$ cat src/rtl/md_sequencer.sv
// Multicycle mul/div sequencer: stalls the front end while the multdiv unit runs.
// Optional BUSY watchdog enabled by defining MD_TIMEOUT_EN.
module md_sequencer #(
   parameter int TIMEOUT_CYCLES = 40
) (
   input  logic        clock,
   input  logic        reset,
   input  logic        x_typeR,
   input  logic [4:0]  x_aluOp,
   input  logic [4:0]  x_rd,
   input  logic [31:0] x_opA,
   input  logic [31:0] x_opB,
   input  logic        data_resultRDY,
   input  logic        data_exception,
   input  logic [31:0] data_result,
   output logic        ctrl_MULT,
   output logic        ctrl_DIV,
   output logic [31:0] md_opA,
   output logic [31:0] md_opB,
   output logic        stall,
   output logic        wb_valid,
   output logic [4:0]  wb_reg,
   output logic [31:0] wb_data
);

   typedef enum logic [1:0] {IDLE, START, BUSY, WB} state_t;

   state_t      state, nextState;
   logic        isMd;
   logic        opDiv;
   logic        excQ;
   logic [4:0]  rdQ;
   logic [31:0] resultQ;
   logic [5:0]  count;
   logic        issue, capture, forceExc, timeoutHit;

   assign isMd = x_typeR & ((x_aluOp == 5'b00110) | (x_aluOp == 5'b00111));

`ifdef MD_TIMEOUT_EN
   // count holds the number of BUSY cycles already completed
   assign timeoutHit = (count >= 6'(TIMEOUT_CYCLES - 1));
`else
   logic unusedTimeout;
   assign unusedTimeout = (TIMEOUT_CYCLES != 0);
   assign timeoutHit = 1'b0;
`endif

   always_comb begin
      nextState = state;
      issue     = 1'b0;
      capture   = 1'b0;
      forceExc  = 1'b0;
      stall     = 1'b0;
      ctrl_MULT = 1'b0;
      ctrl_DIV  = 1'b0;
      wb_valid  = 1'b0;
      wb_reg    = 5'd0;
      wb_data   = 32'd0;
      unique case (state)
         IDLE: begin
            stall = isMd & ~reset;
            if (isMd) begin
               issue     = 1'b1;
               nextState = START;
            end
         end
         START: begin
            stall     = 1'b1;
            ctrl_MULT = ~opDiv;
            ctrl_DIV  = opDiv;
            nextState = BUSY;
         end
         BUSY: begin
            stall = 1'b1;
            if (data_resultRDY) begin
               capture   = 1'b1;
               nextState = WB;
            end else if (timeoutHit) begin
               forceExc  = 1'b1;
               nextState = WB;
            end
         end
         WB: begin
            nextState = IDLE;
            if (excQ) begin
               wb_valid = 1'b1;
               wb_reg   = 5'd30;
               wb_data  = opDiv ? 32'd5 : 32'd4;
            end else begin
               wb_valid = |rdQ;
               wb_reg   = rdQ;
               wb_data  = resultQ;
            end
         end
         default: nextState = IDLE;
      endcase
   end

   always_ff @(posedge clock or posedge reset) begin
      if (reset) begin
         state   <= IDLE;
         opDiv   <= 1'b0;
         excQ    <= 1'b0;
         rdQ     <= 5'd0;
         md_opA  <= 32'd0;
         md_opB  <= 32'd0;
         resultQ <= 32'd0;
         count   <= 6'd0;
      end else begin
         state <= nextState;
         if (issue) begin
            md_opA <= x_opA;
            md_opB <= x_opB;
            rdQ    <= x_rd;
            opDiv  <= x_aluOp[0];
            excQ   <= 1'b0;
            count  <= 6'd0;
         end
         if (state == BUSY && count != 6'd63)
            count <= count + 6'd1;
         if (capture) begin
            resultQ <= data_result;
            excQ    <= data_exception;
         end
         if (forceExc)
            excQ <= 1'b1;
      end
   end

endmodule

$ cat config.mk
export PLATFORM = sky130hd
export DESIGN_NAME = md_sequencer
export DESIGN_NICKNAME = d
export VERILOG_FILES = /design/src/rtl/md_sequencer.sv
export SDC_FILE = /design/constraint.sdc
export NUM_CORES = 1
export LEC_CHECK = 0
export ABC_CLOCK_PERIOD_IN_PS = 3920
export CAP_MARGIN = 20
export CORE_MARGIN = 4
export CORE_UTILIZATION = 43
export CTS_BUF_LIST = sky130_fd_sc_hd__clkbuf_8
export DETAILED_ROUTE_END_ITERATION = 12
export PLACE_DENSITY = 0.85
export SLEW_MARGIN = 20
export SYNTH_ARGS = -nofsm -noshare
export SYNTH_HDL_FRONTEND = slang
export SYNTH_SLANG_ARGS = --single-unit
$ cat constraint.sdc
create_clock -name clock -period 3.92 [get_ports clock]
set_input_delay 0.588 -clock clock [delete_from_list [all_inputs] [get_ports clock]]
set_output_delay 0.588 -clock clock [all_outputs]
set_load 0.005 [all_outputs]
After elaboration in Yosys (flattened, before gate mapping)
Cells that the tools add are included.
{ "classes": {"reduce_logical": 5, "eq_ne": 7, "bitwise": 5, "muxes": 19} }
{ "ops": {"columns": ["cell", "count"], "rows": [
  ["$mux 32", 2],
  ["$mux 1", 11],
  ["$eq 5x3->1 const B", 2],
  ["$mux 5", 2],
  ["$pmux 2 s4", 1],
  ["$reduce_or 5->1", 1],
  ["$eq 2x2->1 const B", 2],
  ["$mux 2", 2],
  ["$ne 2x2->1 const B", 2],
  ["$and 1x1->1", 2],
  ["$eq 2x1->1 const B", 1],
  ["$logic_not 2->1", 1],
  ["$not 1->1", 2],
  ["$pmux 1 s2", 1],
  ["$reduce_and 2->1", 1],
  ["$reduce_bool 2->1", 1],
  ["$reduce_or 2->1", 1],
  ["$or 1x1->1", 1]
]} }
{ "totals": {"ff_bits": 105, "wordCells": 43, "input_bits": 111, "out_inout_bits": 105} }

Longest topological paths before layout
{ "depth": {"ltp_word": 7, "depth_mapped": 5} }

Worst setup path before layout
OpenSTA, ideal clock, no wires.
{ "synth_path": {"path_kind": "input -> output", "startpoint": "input port x_aluOp[3]", "endpoint": "output port stall", "path_stages": 5, "arrival_time_ns": 1.471, "path_slack_ns": 1.861, "required_time_ns": 3.332, "cell_sequence": "and3b_1 -> buf_2 -> nand3_4 -> buf_6 -> o31ai_1"} }
{ "synth_via": {"elab_chain_len": 5, "word_cells_on_any_way": 6} }
{ "synth_lines": {"columns": ["item", "line", "rtl"], "rows": [
  ["start, declared", "9", "input logic [4:0] x_aluOp,"],
  ["$eq 5x3->1", "37", "assign isMd = x_typeR & ((x_aluOp == 5'b00110) | (x_aluOp == 5'b00111));"],
  ["$or 1x1->1 *", "37", null],
  ["$and 1x1->1 *", "37", null],
  ["$and 1x1->1 *", "61", "stall = isMd & ~reset;"],
  ["$pmux 1 s2 *", "59", "unique case (state)"],
  ["end, declared", "20", "output logic stall,"]
]} }
Every way passes the cells marked *; elsewhere a longest branch is shown, timed or not.

Worst setup path in the final report
Ends and elaborated chain as after synthesis.

==> impl_summary.txt <==
----------------------------------------------------
[Run status]
  Run status ... completed

[STA]
  Final setup fails ... 0
  Setup repair after global routing missed its margin ... false
  Final-report hold violation count ... 0
  Pin slew with the least headroom to its limit ... approximately 900 ps
  F_max ... between 300 and 400 MHz
  Final-layout worst hold slack ... roughly 500 ps
  Accumulated negative setup slack ... 0 ps
  Final Max Tran Viols ... 0
  Fin crit share ... 78.6%
  Slew headroom ... between 30 and 40%
  Fin crit period ... around 3000 ps
  Post-layout worst setup margin ... 838 ps
  Largest clock skew in the final design ... between 7 and 8 ps

[Global routing]
  Met3 track utilization from global routing ... between 6 and 7%
  Overflow after GRT ... 0
  Initial antenna violation count ... 0
  Largest net degree at the start of global routing ... between 70 and 80
  GRT met2 Usage ... about 31%
  Vias in the first global route ... about 3400
  Busiest metal layer after global routing ... met2
  Global-route wire length before repair ... 18.2 mm
  Combined global-route utilization of all metal layers ... 18.2%
  Met1 demand-to-capacity share in global routing ... between 20% and 30%

[Routing]
  Wire length per cell ... approximately 18 um
  Detailed router's first-iteration violation count ... 82
  Number of nets with antenna violations after routing ... 0
  Final routed DRC violation total ... 0
  First-pass detailed-route iteration total ... 4
  Detailed-route vias per instance ... ~4.8
  Routed vias ... around 3100
  Total wirelength of the detailed-routed design ... about 11 mm

[Synthesis]
  Area share of the largest cell type after synthesis ... ~57%
  Number of warnings reported in the yosys synthesis log ... 0
  Dominant cells by area after synthesis ... sky130_fd_sc_hd__dfrtp_1 57%, sky130_fd_sc_hd__mux2_4 20%, sky130_fd_sc_hd__mux2_2 8.3%, sky130_fd_sc_hd__and2_1 4.3%, sky130_fd_sc_hd__mux2_1 2.0%
  Cells after Synth ... a little under 300
  #FFs+latches synth ... approximately 110
  Average instance area after synthesis ... 15.7 um2
  Total standard cell area after synthesis ... ~4600 um2
  Portion of the post-synthesis area used by sequential elements ... between 50% and 60%
  Synth Net Count ... approximately 400
  Top cell type by total area after synthesis ... sky130_fd_sc_hd__dfrtp_1
  Unique cell type count in the Yosys netlist ... 30

[Job]
  Number of maximum-capacitance constraint violations ... 0

[Place]
  Gpl congestion ... 0.747
  IO buf count ... roughly 220
  Setup slack at placement ... a little under 800 ps
  Final HPWL from detailed placement ... between 8 and 9 mm
  Placed cell area ... 6870 um2
  Cell count after placement ... between 600 and 700

[CTS]
  Clk_lat worst skew ... around 350 ps
  Number of buffers inserted during clock tree synthesis ... 9
  Hold buffer count at CTS ... 0
  Clock transition time at the flip-flop clock pins of the worst setup and hold paths ... 100 ps
  Clock tree from TritonCTS ... built
  Root buffer selected by CTS ... sky130_fd_sc_hd__clkbuf_8
  Number of buffers on the longest clock path ... 2
  Number of sinks handled by clock tree synthesis ... ~110
  Post-cts gate resize count ... 0
  Number of H-tree levels ... 3
  Post-CTS Repair Setup Buffers ... 0

[Worst setup path]
  Delay of the slowest cell on the worst path ... 620 ps
  Crit start category ... input port
  Crit Path Category ... in2out
  Crit-path slowest cell ... sky130_fd_sc_hd__clkdlybuf4s50_1
  Reg2Reg Setup Slack ... approximately 1400 ps
  Number of cells traversed by the worst register-to-register path ... 6
  Required time at the worst-slack endpoint ... about 3300 ps
  Capturing element type of the critical path ... output pin
  Most common cell on crit path ... sky130_fd_sc_hd__clkdlybuf4s50_1
  Critical path's top delay family ... buffers and inverters
  Arrival time reported for the critical path endpoint ... between 2000 and 2500 ps
  Worst R2R Start ... state[0]
  Critical path buffers and inverters ... 2
  Worst R2R End ... md_opA[6]
  Series of cell instances along the critical path ... clkdlybuf4s50_1 > and3b_1 > nand3_4 > o31ai_1 > clkdlybuf4s50_1
  Largest fanout on the critical path ... 5

[Min path]
  Endpoint, Worst Hold ... resultQ[23]
  Number of cells traversed by the worst hold path ... 1
  Hold path startpoint ... resultQ[23]
  Class of the tightest hold or removal check ... reg2reg

[Cells and area]
  Layout overhead on the synthesized area ... 54.1%
  Diode count ... 0
  Final core area utilization ... 68.5%
  Fraction of final layout cells sized beyond drive strength 1 ... around 23%
  Final cell area excluding filler cells ... about 7100 um2
  Area occupied by multi-input gates ... 1850 um2
  Fill cells ... roughly 750
  Sequential cell area in the final layout ... around 2600 um2
  Post-route non-filler standard cell count ... roughly 650
  Nets ... around 620

[Pwr]
  Fraction of power spent switching nets ... 27.2%
  Final total power ... approximately 4.6 mW
  Internal power of the cells ... 3.38 mW
  Total power density per cell area ... 654 nW/um2
  Part of the power in registers ... around two fifths
  Combinational power share ... 43.2%
  Clk pwr share ... about 16%
  Leakage dissipation ... between 3 and 4 nW
  Peak supply drop ... 0.326 mV
  Net load switching power ... approximately 1.3 mW

[Floorplan]
  Std-Cell Core Area ... 10400 um2
  Y dimension of the die ... ~110 um
  Ports placed on the boundary ... about 220
  Starting density of the core ... 44.5%
  Overall die area ... roughly 12000 um2
  Floorplan die width ... around 110 um
  Floorplan row count ... 37

----------------------------------------------------
layer usage:
layer | part of all wire [%] | up-vias | wire length [um]
met5 | 0 | - | 0
met4 | 2.5 | 0 | 288
met3 | 8.4 | 22 | 952
met2 | 49 | 146 | 5610
met1 | 40 | 1518 | 4520
li1 | - | 1441 | -
synth_stat cells:
cell,instances
sky130_fd_sc_hd__and2b_1,1
sky130_fd_sc_hd__and2_1,32
sky130_fd_sc_hd__a31o_2,1
sky130_fd_sc_hd__and3b_1,1
sky130_fd_sc_hd__inv_1,4
sky130_fd_sc_hd__nand3_1,1
sky130_fd_sc_hd__mux2_1,8
sky130_fd_sc_hd__o31a_1,1
sky130_fd_sc_hd__nand2b_1,2
sky130_fd_sc_hd__clkbuf_1,5
sky130_fd_sc_hd__dfrtp_1,105
sky130_fd_sc_hd__or4_1,1
sky130_fd_sc_hd__o2bb2ai_1,2
sky130_fd_sc_hd__mux2_4,60
sky130_fd_sc_hd__nor2_1,2
sky130_fd_sc_hd__ha_1,5
sky130_fd_sc_hd__o31ai_1,1
sky130_fd_sc_hd__o211ai_1,1
sky130_fd_sc_hd__nand3_4,1
sky130_fd_sc_hd__o21a_1,5
sky130_fd_sc_hd__buf_2,4
sky130_fd_sc_hd__nand2_1,1
sky130_fd_sc_hd__a311oi_1,1
sky130_fd_sc_hd__buf_6,7
sky130_fd_sc_hd__nor2b_1,3
sky130_fd_sc_hd__a211oi_1,1
sky130_fd_sc_hd__mux2_2,34
sky130_fd_sc_hd__mux2i_1,1
sky130_fd_sc_hd__and3_1,1
sky130_fd_sc_hd__a21oi_1,1
power groups by stage:
stage                     Clock (mW)  Combinational (mW)  Sequential, mW
after global routing           0.824                2.15            1.95
final                          0.754                2.01            1.89
after CTS                      0.779                2.04            1.89
after global placement             0                1.99            1.88
after floorplan                    0               0.913            1.85
after detailed placement           0                2.04            1.89
state kept, by name, summed over array words and instances (netlist names):
name and cells:
md_opA 32, md_opB 32, rdQ 5, state 2, opDiv 1, excQ 1
resultQ 32
logic make-up (layout without fill, tap and decap cells):
| group | after synthesis | after routing | share of synthesized area [%] |
|---|---|---|---|
| buffers and inverters | 20 | 240 | 2.88 |
| muxes | 103 | 103 | 30.0 |
| adders and majority gates | 5 | 5 | 1.36 |
| and+or+nand+nor | 46 | 46 | 6.40 |
| AOI/OAI and AO/OA | 14 | 14 | 2.36 |
| DFF | 105 | 105 | 57.0 |
how the worst max path moves through the flow:
stage | from | endpoint | slack [ps] | cells after the start
global placement | x_aluOp[3] | stall | 850 | 5
global route | x_aluOp[3] | stall | 800 | 5
finish | x_aluOp[3] | stall | 840 | 5
CTS | x_aluOp[3] | stall | 850 | 5
floorplan | reset | excQ | 570 | 1
detailed placement | x_aluOp[3] | md_opA[22] | 790 | 6
worst reg2reg max path, stage by stage (launching register included):
cell	delay (ps)
sky130_fd_sc_hd__dfrtp_1	440
sky130_fd_sc_hd__inv_1	110
sky130_fd_sc_hd__ha_1	250
sky130_fd_sc_hd__nand3_4	80
sky130_fd_sc_hd__buf_4	660
sky130_fd_sc_hd__buf_4	520
sky130_fd_sc_hd__mux2_4	360
placed cells by master (no fill, tap or decap), types with 2 or more instances in the layout:
cell	synthesis	routed
sky130_fd_sc_hd__clkinv_4	0	2
sky130_fd_sc_hd__bufinv_16	0	2
sky130_fd_sc_hd__nand2b_1	2	2
sky130_fd_sc_hd__buf_4	0	4
sky130_fd_sc_hd__mux2_2	34	34
sky130_fd_sc_hd__o21a_1	5	5
sky130_fd_sc_hd__clkdlybuf4s50_1	0	215
sky130_fd_sc_hd__mux2_1	8	8
sky130_fd_sc_hd__clkbuf_8	0	9
sky130_fd_sc_hd__nor2_1	2	2
sky130_fd_sc_hd__ha_1	5	5
sky130_fd_sc_hd__mux2_4	60	60
sky130_fd_sc_hd__inv_1	4	3
sky130_fd_sc_hd__inv_6	0	2
sky130_fd_sc_hd__nor2b_1	3	3
sky130_fd_sc_hd__and2_1	32	32
sky130_fd_sc_hd__dfrtp_1	105	105
sky130_fd_sc_hd__o2bb2ai_1	2	2
cell type report:
cell class	instances	share of cell area, %
flip-flops and latches	105	37.0
multi-input cells	168	26.1
well taps	136	2.40
inverters	4	0.247
clock buffers	9	1.74
clock inverters	7	1.57
repair buffers	220	31.0
(Power assumes the default switching activity.)
